### src/rtl/usart_pkg.sv
// Shared types and defaults for the usart receive FIFO (usart_fila).
package usart_pkg;

  typedef enum logic [1:0] {
    OCIOSO     = 2'd0,
    RECEBENDO  = 2'd1,
    RESFRIANDO = 2'd2
  } estado_t;

  localparam int LARGURA_PADRAO      = 32;
  localparam int PROFUNDIDADE_PADRAO = 4;

  // Pointer width for a FIFO of the given depth (at least one bit).
  function automatic int larg_ptr(input int prof);
    return (prof > 1) ? $clog2(prof) : 1;
  endfunction

endpackage

### src/rtl/usart_fila_mem.sv
// FIFO storage for usart_fila: synchronous write, registered read,
// natural-wrap pointers and an occupancy count that cannot over/underflow.
module usart_fila_mem
  import usart_pkg::*;
#(
  parameter int LARGURA      = LARGURA_PADRAO,
  parameter int PROFUNDIDADE = PROFUNDIDADE_PADRAO,
  localparam int PW          = larg_ptr(PROFUNDIDADE),
  localparam int CW          = PW + 1
) (
  input  logic               clk,
  input  logic               rst_n,
  input  logic               push_i,
  input  logic               pop_i,
  input  logic [LARGURA-1:0] dado_i,
  output logic [LARGURA-1:0] dado_o,
  output logic               valido_o,
  output logic [CW-1:0]      contagem_o,
  output logic               vazia_o,
  output logic               cheia_o
);

  logic [LARGURA-1:0] mem_q [PROFUNDIDADE];
  logic [PW-1:0]      ptr_wr_q, ptr_rd_q;
  logic [CW-1:0]      cont_q;
  logic [LARGURA-1:0] saida_q;
  logic               valido_q;
  logic               pop_ok, push_ok;

  assign vazia_o    = (cont_q == '0);
  assign cheia_o    = (cont_q == CW'(PROFUNDIDADE));
  assign contagem_o = cont_q;
  assign dado_o     = saida_q;
  assign valido_o   = valido_q;

  // A pop on an empty FIFO is dropped; a push into a full FIFO is only
  // accepted when a pop frees the head slot in the same cycle.
  assign pop_ok  = pop_i & ~vazia_o;
  assign push_ok = push_i & (~cheia_o | pop_ok);

  // Storage array: write-only port, no reset needed on the data.
  always_ff @(posedge clk) begin
    if (push_ok) mem_q[ptr_wr_q] <= dado_i;
  end

  // Pointers, count and the registered read port.
  always_ff @(posedge clk or negedge rst_n) begin
    if (!rst_n) begin
      ptr_wr_q <= '0;
      ptr_rd_q <= '0;
      cont_q   <= '0;
      saida_q  <= '0;
      valido_q <= 1'b0;
    end else begin
      valido_q <= pop_ok;
      if (push_ok) ptr_wr_q <= ptr_wr_q + PW'(1);
      if (pop_ok) begin
        ptr_rd_q <= ptr_rd_q + PW'(1);
        saida_q  <= mem_q[ptr_rd_q];
      end
      case ({push_ok, pop_ok})
        2'b10:   cont_q <= cont_q + CW'(1);
        2'b01:   cont_q <= cont_q - CW'(1);
        default: cont_q <= cont_q;
      endcase
    end
  end

endmodule

### src/rtl/usart_fila.sv
// usart_fila: drives the usart `controle` line, captures each received word
// into a small FIFO and serves pops from the processor.
// Optional receive watchdog: define USART_FILA_TIMEOUT_EN.
//
// state      | meaning
// OCIOSO     | receiver cleared (controle=0), waiting for enable and room
// RECEBENDO  | reception armed (controle=1), waiting for dado_pronto
// RESFRIANDO | one cycle with controle=0 so the usart clears its index/flags
module usart_fila
  import usart_pkg::*;
#(
  parameter int LARGURA      = LARGURA_PADRAO,
  parameter int PROFUNDIDADE = PROFUNDIDADE_PADRAO,
`ifdef USART_FILA_TIMEOUT_EN
  parameter int TIMEOUT      = 4096,
`endif
  localparam int CW          = larg_ptr(PROFUNDIDADE) + 1
) (
  input  logic               clk,
  input  logic               rst_n,
  input  logic               habilitar_rx,
  output logic               controle,
  input  logic [LARGURA-1:0] dado_rx,
  input  logic               dado_pronto,
  input  logic               req_leitura,
  output logic [LARGURA-1:0] dado_saida,
  output logic               dado_valido,
  output logic               fila_vazia,
  output logic               fila_cheia,
  output logic [CW-1:0]      contagem
`ifdef USART_FILA_TIMEOUT_EN
  ,
  output logic               erro_timeout
`endif
);

  estado_t estado_q, estado_d;
  logic    controle_q, controle_d;
  logic    push;
  logic    pop_ok;

`ifdef USART_FILA_TIMEOUT_EN
  localparam int TW = (TIMEOUT > 1) ? $clog2(TIMEOUT) : 1;
  logic [TW-1:0] tmr_q, tmr_d;
  logic          erro_q, erro_d;
  logic          estouro;
`endif

  assign pop_ok   = req_leitura & ~fila_vazia;
  assign controle = controle_q;

  // Next state, push strobe and watchdog bookkeeping.
  always_comb begin
    estado_d = estado_q;
    push     = 1'b0;
`ifdef USART_FILA_TIMEOUT_EN
    tmr_d    = tmr_q;
    estouro  = 1'b0;
`endif
    case (estado_q)
      OCIOSO: begin
        if (habilitar_rx && !fila_cheia) begin
          estado_d = RECEBENDO;
`ifdef USART_FILA_TIMEOUT_EN
          tmr_d    = TW'(TIMEOUT - 1);
`endif
        end
      end
      RECEBENDO: begin
        if (dado_pronto) begin
          // With no room the word stays in the usart until space appears.
          if (!fila_cheia || pop_ok) begin
            push     = 1'b1;
            estado_d = RESFRIANDO;
          end
        end else if (!habilitar_rx) begin
          estado_d = OCIOSO;
        end
`ifdef USART_FILA_TIMEOUT_EN
        else if (tmr_q == '0) begin
          estouro  = 1'b1;
          estado_d = RESFRIANDO;
        end else begin
          tmr_d = tmr_q - TW'(1);
        end
`endif
      end
      RESFRIANDO: estado_d = OCIOSO;
      default:    estado_d = OCIOSO;
    endcase
    controle_d = (estado_d == RECEBENDO);
`ifdef USART_FILA_TIMEOUT_EN
    erro_d = erro_q;
    if (estouro)                         erro_d = 1'b1;
    else if (req_leitura && !habilitar_rx) erro_d = 1'b0;
`endif
  end

  // State and registered controle output.
  always_ff @(posedge clk or negedge rst_n) begin
    if (!rst_n) begin
      estado_q   <= OCIOSO;
      controle_q <= 1'b0;
    end else begin
      estado_q   <= estado_d;
      controle_q <= controle_d;
    end
  end

`ifdef USART_FILA_TIMEOUT_EN
  // Watchdog down-counter and sticky error flag.
  always_ff @(posedge clk or negedge rst_n) begin
    if (!rst_n) begin
      tmr_q  <= '0;
      erro_q <= 1'b0;
    end else begin
      tmr_q  <= tmr_d;
      erro_q <= erro_d;
    end
  end

  assign erro_timeout = erro_q;
`endif

  usart_fila_mem #(
    .LARGURA      (LARGURA),
    .PROFUNDIDADE (PROFUNDIDADE)
  ) u_mem (
    .clk        (clk),
    .rst_n      (rst_n),
    .push_i     (push),
    .pop_i      (req_leitura),
    .dado_i     (dado_rx),
    .dado_o     (dado_saida),
    .valido_o   (dado_valido),
    .contagem_o (contagem),
    .vazia_o    (fila_vazia),
    .cheia_o    (fila_cheia)
  );

endmodule

### config.mk
export PLATFORM = sky130hd
export DESIGN_NAME = usart_fila
export DESIGN_NICKNAME = d
export VERILOG_FILES = /design/src/rtl/usart_pkg.sv /design/src/rtl/usart_fila_mem.sv /design/src/rtl/usart_fila.sv
export SDC_FILE = /design/constraint.sdc
export NUM_CORES = 1
export LEC_CHECK = 0
export CAP_MARGIN = 20
export CORE_ASPECT_RATIO = 1.75
export CORE_MARGIN = 5
export CORE_UTILIZATION = 33
export DETAILED_ROUTE_END_ITERATION = 10
export PLACE_DENSITY = 0.57
export SETUP_SLACK_MARGIN = 0.4
export SLEW_MARGIN = 30
export SYNTH_ARGS = -nofsm -noshare
export SYNTH_HDL_FRONTEND = slang
export SYNTH_SLANG_ARGS = --single-unit
### constraint.sdc
create_clock -name clk -period 4.1 [get_ports clk]
set_clock_uncertainty 0.1 [all_clocks]
set_input_delay 1.025 -clock clk [delete_from_list [all_inputs] [get_ports clk]]
set_output_delay 1.025 -clock clk [all_outputs]
set_load 0.01 [all_outputs]
Word-level counts from Yosys, hierarchy flattened
Memory sizes are Yosys's and may differ from the RTL's. A register that Yosys moved wholly into a read port is not among the register bits.
Index checks and enable logic that the tools add are counted.
Storage, ports and cells
  word-level logic and storage cells: 39
  memories kept: 1
  bits in registers: 11
  bits in latches: 0
  input port bits: 37
  output and inout bits: 39
  memory bits (writable): 128
  memory bits (read-only): 0
Memories
  u_mem.mem_q: depth 4, width 32, rd ports 1, clocked after Yosys merged registers in 1, wr ports 1, line usart_fila_mem.sv:23  | logic [LARGURA-1:0] mem_q [PROFUNDIDADE];
Cells by class
  multiplexer cells: 11
  reductions and logical operators: 7
  div/mod/pow operators: 0
  eq/ne operators: 5
  magnitude comparators: 0
  add/sub/neg operators: 4
  multipliers: 0
  bitwise operators: 5
  shifts and indexed selects: 0
Operators with widths (number)
  2-to-1 mux 2 bit: 4
  == test 2 x 1 -> 1 bit, second input constant: 3
  case mux 3 bit (2 select lines): 1
  2-to-1 mux 1 bit: 5
  adder 2 x 1 -> 2 bit, second input constant: 2
  case mux 2 bit (2 select lines): 1
  adder 3 x 1 -> 3 bit, second input constant: 1
  == test 3 bit, second input constant: 1
  zero test 3 bit: 1
  subtractor 3 x 1 -> 3 bit, second input constant: 1
  bitwise AND 1 bit: 2
  == test 2 bit, second input constant: 1
  zero test 1 bit: 2
  zero test 2 bit: 1
  inverter 1 bit: 2
  nonzero test 2 bit: 1
  logical AND 1 bit: 1
  logical OR 1 bit: 1
  bitwise OR 1 bit: 1

Logic depth before layout (Yosys ltp)
Gate-level depths: netlist (run 1).
  depth in word-level cells: 10
  gate-level depth with buffers: 10
  mapped depth without buffers: 9

Hierarchy
From an unflattened synthesis (run 1), not the netlist that was laid out.
Unflattened totals
  cell total of the unflattened synthesis: 370
  area, all modules: 6520.0 um^2
By module, submodules not included
  usart_fila_mem: cells each 357, times used 1, area each 6388.6 um^2
  usart_fila: cells each 13, times used 1, area each 131.4 um^2

Worst setup path before layout (run 1)
Ideal clock, no wire load.
  kind: input port to flip-flop
  start: input req_leitura
  end: register u_mem.cont_q[2], in the netlist u_mem.contagem_o[2]
  required time: 3921 ps
  path slack: 1374 ps
  library setup time: 79 ps
  buffers on the path: 1
  data arrival time: 2547 ps
  stages on the path: 9
  cells stage by stage: o31ai_2 -> inv_2 -> clkbuf_1 -> ha_1 -> inv_1 -> fa_1 -> xor2_1 -> nor2_1 -> xor2_1
On the way
  longest elaborated chain between the ends: 8
RTL lines
  from (decl): line usart_fila.sv:25  | input logic req_leitura,
  bitwise AND 1 bit (*): line usart_fila.sv:49  | assign pop_ok = req_leitura & ~fila_vazia;
  net pop_ok: line usart_fila.sv:40  | logic pop_ok;
  logical OR 1 bit: line usart_fila.sv:72  | if (!fila_cheia || pop_ok) begin
  2-to-1 mux 1 bit: line usart_fila.sv:72
  2-to-1 mux 1 bit: line usart_fila.sv:70  | if (dado_pronto) begin
  2-to-1 mux 1 bit: line usart_fila.sv:60  | case (estado_q)
  bitwise AND 1 bit: line usart_fila_mem.sv:39  | assign push_ok = push_i & (~cheia_o | pop_ok);
  == test 2 x 1 -> 1 bit or == test 2 bit (tied branches): line usart_fila_mem.sv:61  | case ({push_ok, pop_ok})
  case mux 3 bit (2 select lines) or nonzero test 2 bit (tied branches)
  to (signal assigned): line usart_fila_mem.sv:62  | 2'b10: cont_q <= cont_q + CW'(1);
  to (signal assigned): line usart_fila_mem.sv:63  | 2'b01: cont_q <= cont_q - CW'(1);
  to (signal assigned): line usart_fila_mem.sv:64  | default: cont_q <= cont_q;
  to (decl): line usart_fila_mem.sv:25  | logic [CW-1:0] cont_q;
Mark *: on every way through the listed nets, which the timed path passes. The rest lies on a longest branch.
A chain may end at the register's enable or synchronous reset.

Final worst setup path (run 1)
  start: register u_mem.cont_q[0], in the netlist u_mem.contagem_o[0]
  end: output fila_cheia
On the way
  longest elaborated chain between the ends: 1
RTL lines
  == test 3 bit: line usart_fila_mem.sv:31  | assign cheia_o = (cont_q == CW'(PROFUNDIDADE));
  to (decl): line usart_fila.sv:29  | output logic fila_cheia,
Every way passes these cells.

==> run summary, run 1 <==
Effective utilization at floorplan = 33.4%
Die height = 194 um
NumNets Final = 484
Post-Route WL = 12800 um
Worst Path Max Fanout = 6
Routed wire per std cell = 18.4 um
First-pass GRT wire length = 20100 um
I/O Pins = 76
Distinct cells, synth = 24
Hold Path Class = register to register
Layout cells sized above 1 = 18.3%
Clk Latency, worst-skew pair = 420 ps
Final worst path period share = 75.0%
CP endpoint kind = primary output
Hold buffers post-CTS = 0
Worst setup SP type = register
Post-synth net total = 395
WP data arrival = 1950 ps
Pwr Density = 691 nW/um^2
Post-CTS sizing = 0
N_diodes = 0
Status = finished clean
Slew HR = 42.6%
Initial antenna violation count = 0
Critical setup path kind = register to primary output
Worst endpoint required time = 2970 ps
IO Port Bufs = 75
Number of global-route vias before repair = 3546
Mapped Area = 6380 sq um
Fin. max-slew vios = 0
Setup TNS = 0 ps
Die width = 115 um
Max Fclk = 325 MHz
Synth warnings = 0
Sequential-to-total area share from yosys stat = 77.1%
Final worst path period need = 3070 ps
Vias post-DR = 3217
Core area = 19100 sq um
Final hold violations = 0
Lkg Pwr = 2.96 nW
DP HPWL = 8620 um
Clock transition at path regs = 70 ps
CTS Buffer Depth = 2
Via/cell ratio = 4.63
Pin count of the biggest net entering global routing = 44
Final setup fails = 0
Die area = 22300 sq um
Drt pass-1 iters = 4
GRT Total Usage = 12.2%
CTS tree = built
Initial drt markers = 180
Layout Utilization = 42.1%
Overflow after GRT = 0
Area growth, synth to finish = 26.2%
Root buffer cell = clkbuf_16
Avg Cell Area, Syn = 18.1 sq um
Residual DRC = 0
RSZ-0062 raised after global routing = no
CTS sink count = 171
Max cap viols = 0
Filler Cell Count = 1736
Number of post-CTS setup repair buffers = 0
Synth Instances = 352
Num rows = 67
VDD IR max = 0.350 mV
Seq cells post-synth = 171
Worst slew pin tran = 861 ps
Routability cong. = 0.702
Post-route ant nets = 0
CTS buffer count = 17
H-tree Lvls = 4
## metrics by stage
step / hold WS [ps] / cell area, sq um / setup WS, ps / std cells / power, mW
finish: 372 / 8050 / 1030 / 695 / 5.57
global route: 400 / 8050 / 962 / 695 / 5.88
CTS: 377 / 8050 / 1000 / 695 / 5.67
detailed placement: 361 / 7450 / 797 / 663 / 4.05
global placement: 360 / 7440 / 827 / 663 / 4.01
floorplan: 413 / 6380 / 1370 / 352 / 3.33
## state kept, by name, indices dropped and copies added, names as in the netlist
| register | count |
|---|---|
| controle | 1 |
| u_mem.ptr_rd_q | 2 |
| u_mem.contagem_o | 3 |
| u_mem.valido_o | 1 |
| u_mem.dado_o | 32 |
| estado_q | 2 |
| u_mem.ptr_wr_q | 2 |
| u_mem.mem_q | 128 |
## worst paths after layout
check / startpoint / to / slack, ps / cells after the start
max in group asynchronous: rst_n / u_mem.ptr_rd_q[0]$_DFFE_PN0P_ / 2930 / 1
min in group asynchronous: rst_n / u_mem.dado_o[5]$_DFFE_PN0P_ / 510 / 1
min: u_mem.dado_o[18]$_DFFE_PN0P_ / u_mem.dado_o[18]$_DFFE_PN0P_ / 370 / 2
max reg2reg: u_mem.contagem_o[0]$_DFFE_PN0P_ / u_mem.contagem_o[2]$_DFFE_PN0P_ / 1500 / 9
min reg2reg: u_mem.dado_o[18]$_DFFE_PN0P_ / u_mem.dado_o[18]$_DFFE_PN0P_ / 370 / 2
max: u_mem.contagem_o[0]$_DFFE_PN0P_ / fila_cheia / 1030 / 3
## Yosys cell counts (all sizes together)
cell type | n | area, sq um
o211a | 1 | 10.0
o21ai | 1 | 5.00
dfrtp | 43 | 1080
mux2i | 1 | 10.0
inv | 9 | 33.8
nor2 | 2 | 7.51
fa | 1 | 20.0
xor2 | 2 | 17.5
mux4 | 32 | 721
nand2 | 97 | 364
edfxtp | 128 | 3840
o2111a | 1 | 11.3
xnor2 | 4 | 35.0
o31ai | 1 | 12.5
nor3 | 1 | 5.00
ha | 5 | 62.6
and2 | 4 | 30.0
or3b | 1 | 11.3
clkbuf | 10 | 37.5
a32o | 2 | 20.0
buf | 5 | 31.3
mux2 | 1 | 15.0
## cell families (layout without fill, tap and decap cells)
group / count (synthesis) / in the layout / synth area share (%)
compound gates: 6 / 6 / 0.922
xor+xnor: 6 / 6 / 0.824
fa+ha+maj: 6 / 6 / 1.29
buf+inv: 24 / 126 / 1.61
flops: 171 / 171 / 77.1
mux: 34 / 34 / 11.7
simple gates: 105 / 105 / 6.55
## power breakdown
| part | total [mW] | switching (mW) | leakage (nW) | internal (mW) |
|---|---|---|---|---|
| Combinational | 1.44 | 0.609 | 0.990 | 0.828 |
| Sequential | 2.52 | 0.311 | 1.68 | 2.21 |
| Clock | 1.61 | 0.649 | 0.290 | 0.959 |
| Total | 5.57 | 1.57 | 2.96 | 4.00 |
## cells in the final DEF, fill, tap and decap left out, drive strengths merged
cell type        n
edfxtp         128
clkinv           3
a32o             2
ha               5
nand2           97
clkinvlp         2
bufinv           2
inv             13
clkdlybuf4s50   74
xnor2            4
dfrtp           43
fa               1
mux2             1
o21ai            1
o31ai            1
o211a            1
nor3             1
nor2             2
xor2             2
mux2i            1
and2             4
mux4            32
buf             11
clkbuf          21
or3b             1
o2111a           1
## metal layers
metal,routed length [um],vias to the layer above,global-route usage [%]
met5,0,-,0
met4,175,0,5.09
met3,467,10,2.84
met2,7510,63,22.5
met1,4670,1672,12.9
li1,-,1472,-
## critical path, cell delays in order, from the launching register on
cell	delay [ps]
dfrtp_1	480
or3b_4	470
inv_1	60
clkdlybuf4s50_1	520
## area by class of cell
type / instances / area [sq um] / share of cell area (%)
Sequential cell: 171 / 4920 / 61.1
Multi-Input combinational cell: 157 / 1370 / 17.0
Inverter: 9 / 33.8 / 0.419
Clock inverter: 11 / 133 / 1.65
Tap cell: 241 / 302 / 3.74
Clock buffer: 21 / 472 / 5.86
Timing Repair Buffer: 85 / 823 / 10.2
Note: power is estimated with default switching activity, not from simulation.
==> run 2, diff against run 1 <==
- PLACE_DENSITY: 0.57 -> 0.59
- clock period: 4.1 -> 2.6 ns (I/O delays scaled with it)
==> run 2 against run 1 <==
Against the previous run: design area up 2.5%; first-iteration DRC count decreased by 52%; die area unchanged; non-clock buffer count grew 15; wire length is 1.9% lower; critical path depth unchanged; flip-flop and latch count unchanged; critical path type unchanged; critical endpoint unchanged; largest cell class unchanged; highest routed layer unchanged.
==> run summary, run 2 (synthesized netlist as in run 1, its figures left out) <==
Drt pass-1 iters = 4
Residual DRC = 0
Met2 Resource Use GR = 21.8%
Critical path launch point = u_mem.contagem_o[0]$_DFFE_PN0P_
IO Port Bufs = 75
CTS buffer count = 17
Routed wire per std cell = 17.7 um
Clock transition at path regs = 70 ps
Num rows = 67
CTS sink count = 171
NumNets Final = 499
Max cap viols = 0
N_diodes = 0
Effective utilization at floorplan = 33.4%
Final hold violations = 0
Initial antenna violation count = 0
Critical setup path kind = register to primary output
H-tree Lvls = 4
Pwr Density = 1070 nW/um^2
Worst slew pin tran = 572 ps
GRT Max-Usage Layer = met2
Area growth, synth to finish = 29.5%
Total power = 8.88 mW
Fin area = 8260 sq um
Initial drt markers = 87
Leading cell type in the layout, fill and taps excluded = edfxtp_1
Max reg flops = 128
Worst Path Max Fanout = 4
DP Area = 7650 sq um
Most frequent cells in the layout = 128 x edfxtp_1, 97 x nand2_1, 69 x clkdlybuf4s50_1
CTS tree = built
VDD IR max = 0.530 mV
Biggest register = u_mem.mem_q
Worst R2R Start = u_mem.contagem_o[0]$_DFFE_PN0P_
CP endpoint kind = primary output
Root buffer cell = clkbuf_16
Lkg Pwr = 3.04 nW
Overflow after GRT = 0
Post-route ant nets = 0
GRT Total Usage = 11.9%
Number of global-route vias before repair = 3647
Max Fclk = 433 MHz
Hold Path Class = input pin to asynchronous set/reset pin
RSZ-0062 raised after global routing = yes
Placed cell count = 673
GR Util met1 = 13.1%
Met3 Track Usage GR = 2.65%
Layout cells sized above 1 = 22.4%
CTS Buffer Depth = 2
Fin. max-slew vios = 0
Routability cong. = 0.749
Slew HR = 61.8%
Core area = 19100 sq um
DP HPWL = 8490 um
First-pass GRT wire length = 19900 um
Die area = 22300 sq um
Via/cell ratio = 4.60
Post-Route WL = 12600 um
Status = finished clean
Finished Layout Cells = 710
Final setup fails = 0
Pin count of the biggest net entering global routing = 35
Die height = 194 um
Worst endpoint required time = 1850 ps
I/O Pins = 76
Vias post-DR = 3264
Final worst path period share = 88.9%
WP data arrival = 1560 ps
Worst setup SP type = register
Clk Latency, worst-skew pair = 420 ps
Die width = 115 um
Final worst path period need = 2310 ps
==> run 2: repair_timing <==
item / CTS / global route
setup endpoints to repair: 6 / 4
setup buffers: 4 / 1
resized for setup: 4 / 5
hold buffers: 0 / 0
pin swaps: 6 / 0
==> run 2: final timing paths <==
path                                                         to  slack, ps  cells after the start
worst max register to register  u_mem.contagem_o[2]$_DFFE_PN0P_        330                      9
max in group asynchronous          u_mem.dado_o[12]$_DFFE_PN0P_       1680                      2
worst min-delay path                         controle$_DFF_PN0_        100                      1
min in group clk                    u_mem.dado_o[6]$_DFFE_PN0P_        370                      2
worst max-delay path                                 fila_cheia        290                      3
worst min register to register      u_mem.dado_o[6]$_DFFE_PN0P_        370                      2
==> run 2: per-layer routing <==
layer | routed length [um] | vias up
met3 | 400 | 11
met1 | 4800 | 1685
met2 | 7160 | 63
met5 | 0 | -
met4 | 202 | 0
li1 | - | 1505
==> run 2: power breakdown <==
group          total, mW  leakage (nW)  switching (mW)  internal (mW)
Combinational       2.60          1.10            1.15           1.46
Sequential          3.82          1.67           0.336           3.49
Clock               2.45         0.268            1.04           1.42
==> run 2: area by class of cell <==
cell class | instances | area, sq um
flip-flops and latches | 171 | 4930
clock inverters | 14 | 146
multi-input cells | 157 | 1380
repair buffers | 100 | 1040
fillers | 1745 | 10900
inverters | 9 | 33.8
well taps | 241 | 302
clock buffers | 18 | 429
==> run 2: stage by stage <==
step	utilization [%]	TNS [ps]	setup slack (ps)	hold slack, ps
global route	43.2	0	219	133
CTS	43.2	0	226	111
global placement	40.0	0	65.2	360
floorplan	-	0	224	254
finish	43.2	0	289	101
detailed placement	40.0	-4.32	-4.32	366
==> run 2: critical path, cell delays in order, from the launching register on <==
cell             delay (ps)
dfrtp_2                 410
or3b_4                  410
inv_1                    70
clkdlybuf4s15_1         250
